File: src/rtl/wrapper_dmac_resp.sv
// Round-robin DMA request arbiter and burst sequencer: grants one eligible
// channel at a time and paces its beats to the bus engine.

module dmac_chan_lane #(
    parameter int IDX = 0
) (
    input  logic [2:0] grant,
    input  logic       in_xfer,
    input  logic       in_done,
    output logic       active,
    output logic       done
);
    logic sel;

    assign sel    = (grant == 3'(IDX));
    assign active = sel & in_xfer;
    assign done   = sel & in_done;
endmodule

module wrapper_dmac_resp #(
    parameter int NCHAN = 5,
    parameter int BEATW = 10
) (
    input  logic             hclk,
    input  logic             hreset,
    input  logic [NCHAN-1:0] dma_req,
    input  logic [NCHAN-1:0] chan_en,
    input  logic [BEATW-1:0] burst_len,
    output logic [NCHAN-1:0] dma_active,
    output logic [NCHAN-1:0] dma_done,
    output logic             xfer_valid,
    output logic [2:0]       xfer_chan,
    input  logic             xfer_ready,
    output logic             busy
);
    typedef enum logic [1:0] {IDLE, XFER, DONE} state_t;

    localparam logic [BEATW-1:0] ONE = BEATW'(1);

    state_t           state, state_nxt;
    logic [2:0]       rr_ptr;
    logic [2:0]       grant;
    logic [BEATW-1:0] len_q;
    logic [BEATW-1:0] beat_cnt;

    logic [NCHAN-1:0] eligible;
    logic             arb_found;
    logic [2:0]       arb_idx;
    logic             beat_acc;
    logic             last_beat;
    logic             in_xfer;
    logic             in_done;

    assign eligible = dma_req & chan_en;

    // Scan from rr_ptr upward with wrap; the first eligible channel wins.
    always_comb begin
        arb_found = 1'b0;
        arb_idx   = 3'd0;
        for (int i = 0; i < NCHAN; i++) begin
            if (!arb_found && eligible[(int'(rr_ptr) + i) % NCHAN]) begin
                arb_found = 1'b1;
                arb_idx   = 3'((int'(rr_ptr) + i) % NCHAN);
            end
        end
    end

    assign beat_acc  = (state == XFER) & xfer_ready;
    // len_q is never 0, so len_q-1 cannot underflow and beat_cnt never wraps.
    assign last_beat = beat_acc & (beat_cnt == (len_q - ONE));

    always_comb begin
        state_nxt = state;
        unique case (state)
            IDLE:    if (arb_found) state_nxt = XFER;
            XFER:    if (last_beat) state_nxt = DONE;
            DONE:    state_nxt = IDLE;
            default: state_nxt = IDLE;
        endcase
    end

    always_ff @(posedge hclk) begin
        if (hreset) begin
            state    <= IDLE;
            rr_ptr   <= 3'd0;
            grant    <= 3'd0;
            len_q    <= '0;
            beat_cnt <= '0;
        end else begin
            state <= state_nxt;
            if (state == IDLE && arb_found) begin
                grant    <= arb_idx;
                len_q    <= (burst_len == '0) ? ONE : burst_len;
                beat_cnt <= '0;
            end else if (beat_acc && !last_beat) begin
                beat_cnt <= beat_cnt + ONE;
            end
            if (state == DONE)
                rr_ptr <= (grant == 3'(NCHAN - 1)) ? 3'd0 : grant + 3'd1;
        end
    end

    // Outputs are forced low while hreset is high, not only after the edge.
    assign in_xfer    = (state == XFER) & ~hreset;
    assign in_done    = (state == DONE) & ~hreset;
    assign xfer_valid = in_xfer;
    assign xfer_chan  = in_xfer ? grant : 3'd0;
    assign busy       = (state != IDLE) & ~hreset;

    for (genvar g = 0; g < NCHAN; g++) begin : g_lane
        dmac_chan_lane #(.IDX(g)) u_lane (
            .grant   (grant),
            .in_xfer (in_xfer),
            .in_done (in_done),
            .active  (dma_active[g]),
            .done    (dma_done[g])
        );
    end
endmodule

File: config.mk
export PLATFORM = sky130hd
export DESIGN_NAME = wrapper_dmac_resp
export DESIGN_NICKNAME = d
export VERILOG_FILES = /design/src/rtl/wrapper_dmac_resp.sv
export SDC_FILE = /design/constraint.sdc
export NUM_CORES = 1
export LEC_CHECK = 0
export ABC_AREA = 1
export BUFFER_PORTS_ARGS = -buffer_cell sky130_fd_sc_hd__buf_2
export CELL_PAD_IN_SITES_DETAIL_PLACEMENT = 1
export CELL_PAD_IN_SITES_GLOBAL_PLACEMENT = 1
export CORE_UTILIZATION = 41
export DETAILED_ROUTE_END_ITERATION = 12
export PLACE_DENSITY_LB_ADDON = 0.2
export SYNTH_ARGS = -nofsm -noshare
export SYNTH_HDL_FRONTEND = slang
export SYNTH_SLANG_ARGS = --single-unit
File: constraint.sdc
create_clock -name hclk -period 4.1 [get_ports hclk]
set_input_delay 0.205 -clock hclk [delete_from_list [all_inputs] [get_ports hclk]]
set_output_delay 0.205 -clock hclk [all_outputs]
set_load 0.01 [all_outputs]
==> impl_metrics.env <==
export IMPL_status="completed"
export IMPL_start_util_pct=43.0
export IMPL_syn2layout_area_growth_pct=8.48
export IMPL_overflow=0
export IMPL_critical_path_max_fanout=15
export IMPL_fin_nets=555
export IMPL_pin_count=38
export IMPL_crit_path_frequent_cell="inv_1"
export IMPL_hold_path_class="in2reg"
export IMPL_synthCells=482
export IMPL_place_detailed_hpwl_um=7010
export IMPL_clock_latency_ps=280
export IMPL_grt_pass1_vias=3040
export IMPL_die_h_um=86.8
export IMPL_vias=3116
export IMPL_setup_viol=0
export IMPL_post_route_period_util_pct=87.3
export IMPL_track_usage_pct=24.0
export IMPL_num_fill_cells=983
export IMPL_cp_arrival_ps=3780
export IMPL_path_clk_slew_ps=90
export IMPL_cts_sinks=28
export IMPL_gp_congestion=0.839
export IMPL_ys_seq_area_share_pct=19.0
export IMPL_power_leakage_nw=1.65
export IMPL_htree_levels=1
export IMPL_syn_nets=527
export IMPL_slew_viol_final=0
export IMPL_grt_pass1_wl_um=14400
export IMPL_cts_root_buf="clkbuf_8"
export IMPL_worstSetupEndpointType="register"
export IMPL_place_area_sq_mm=0.00316
export IMPL_slew_headroom_pct=58.2
export IMPL_remaining_drc_errors=0
export IMPL_core_area_sq_mm=0.00687
export IMPL_wl_um=8390
export IMPL_antenna_found_initial=0
export IMPL_yosysUniqueCellTypes=33
export IMPL_drt_iter0_markers=132
export IMPL_powerDensity_mw_per_mm2=205
export IMPL_cts_setup_buffers=0
export IMPL_synth_xor_area_share_pct=7.08
export IMPL_clock_path_buffers=2
export IMPL_die_w_um=86.8
export IMPL_ir_worst_vdd_mv=0.141
export IMPL_io_buffers=37
export IMPL_startpoint_type="register"
export IMPL_skew_ps=5.01
export IMPL_max_freq_mhz=279
export IMPL_muxShareOfSynthArea_pct=0
export IMPL_tightest_slew_ps=612
export IMPL_numCtsBuffers=3
export IMPL_synth_compound_area_share_pct=10.9
export IMPL_rows=30
export IMPL_viasPerCell=5.16
export IMPL_tritoncts="built"
export IMPL_path_class="reg2reg"
export IMPL_max_stage_delay_ps=320
export IMPL_synthSimpleGateAreaFrac_pct=41.4
export IMPL_diodes=0
export IMPL_period_needed_ps=3580
export IMPL_grt_setup_unrepaired="false"
export IMPL_drive_gt1_share_pct=14.0
export IMPL_avgSynthCellArea_sq_um=6.12
export IMPL_fin_area_sq_mm=0.00320
export IMPL_synth_top_family_by_area="simple AND/OR/NAND/NOR gates"
export IMPL_grt_max_degree=16
export IMPL_die_area_sq_mm=0.00754
export IMPL_drt_pass1_iter_count=4
export IMPL_final_cell_mix="nand2_1 (139), inv_1 (64), nand3_1 (46)"
export IMPL_critPathSlowestCell="dfxtp_1"
export IMPL_finalSetupTns_ps=0
export IMPL_place_inst=601
export IMPL_utilization_pct=46.6
export IMPL_final_common_cell="nand2_1"
export IMPL_synth_adder_area_share_pct=9.33
export IMPL_crit_required_ps=4300
export IMPL_ys_ff_latch=28
export IMPL_wire_per_inst_um=13.9
export IMPL_drv_cap=0
export IMPL_ys_warn_count=0
export IMPL_synth_area_sq_mm=0.00295
export IMPL_hold_ws_ps=135
export IMPL_hold_viol_final=0
export IMPL_final_cell_count_no_fill=604
export IMPL_final_antenna_net_count=0
state kept, by name, indices dropped and copies added (netlist names):
signal	cells
beat_cnt	10
grant	3
len_q	10
rr_ptr	3
state	2
cell type report:
type	instances	area (sq um)	share of cell area, %
clock buffer	3	41.3	1.29
inverter	68	255	7.97
multi-input combinational	371	2030	63.4
sequential	28	562	17.6
tap	96	120	3.75
timing repair buffer	38	193	6.02
synthesized netlist by cell type (all sizes together):
| cell type | count | area (sq um) |
|---|---|---|
| nand4 | 13 | 87.6 |
| nor2 | 47 | 194 |
| nor4 | 3 | 18.8 |
| nand2 | 143 | 557 |
| dfxtp | 28 | 561 |
| nand3 | 49 | 260 |
| clkbuf | 3 | 11.3 |
| xnor2 | 5 | 43.8 |
| clkinv | 1 | 3.75 |
| nand3b | 3 | 22.5 |
| a21boi | 1 | 18.8 |
| a31oi | 1 | 6.26 |
| a21oi | 18 | 128 |
| o31ai | 1 | 7.51 |
| xor2 | 18 | 165 |
| inv | 67 | 251 |
| buf | 12 | 93.8 |
| nor3 | 14 | 70.1 |
| or2 | 2 | 12.5 |
| o21ai | 30 | 154 |
| a2111oi | 1 | 8.76 |
| ha | 22 | 275 |
worst max-delay path, delay by kind of cell (launching register included):
kind / cells / cell delay (ps)
flip-flops: 1 / 320
AO/OA/AOI/OAI: 3 / 450
buffers and inverters: 8 / 680
AND/OR/NAND/NOR: 10 / 1070
adder cells (fa/ha/maj): 4 / 970
kinds of logic (layout without fill, tap and decap cells):
family                     count (synthesis)  count (layout)
adders and majority gates                 22              22
xor gates and xnor gates                  23              23
DFF                                       28              28
and+or+nand+nor                          274             274
buffers and inverters                     83             109
AOI/OAI and AO/OA                         52              52
power by group:
group	switching (W)	internal [W]	leakage (nW)
clock	0.0000847	0.0000661	0.0216
combinational	0.000136	0.0000681	1.40
sequential	0.0000156	0.000287	0.229
total	0.000236	0.000422	1.65
per-stage QoR:
| stage | total power (W) | setup WS [ps] |
|---|---|---|
| after floorplan | 0.000454 | 894 |
| after global placement | 0.000502 | 607 |
| after detailed placement | 0.000511 | 461 |
| after CTS | 0.000665 | 433 |
| after global routing | 0.000703 | 143 |
| final | 0.000658 | 520 |
metal layers:
layer | vias up | GRT usage [%] | wire length (um)
met3 | 6 | 3.43 | 293
met1 | 1462 | 33.6 | 4240
li1 | 1596 | - | -
met5 | - | 0 | 0
met2 | 52 | 39.4 | 3800
met4 | 0 | 3.79 | 61
worst paths after layout:
path | cells after the start | to | slack (ps) | from
worst min register to register | 2 | len_q[9] | 500 | len_q[9]
worst min-delay path | 3 | len_q[7] | 130 | burst_len[7]
worst max-delay path | 25 | len_q[1] | 520 | rr_ptr[0]
worst max register to register | 25 | len_q[1] | 520 | rr_ptr[0]
what timing repair did:
action	CTS	global route
setup endpoints to repair	0	1
hold buffers	0	0
gates resized for setup	0	1
(Power assumes the default switching activity.)
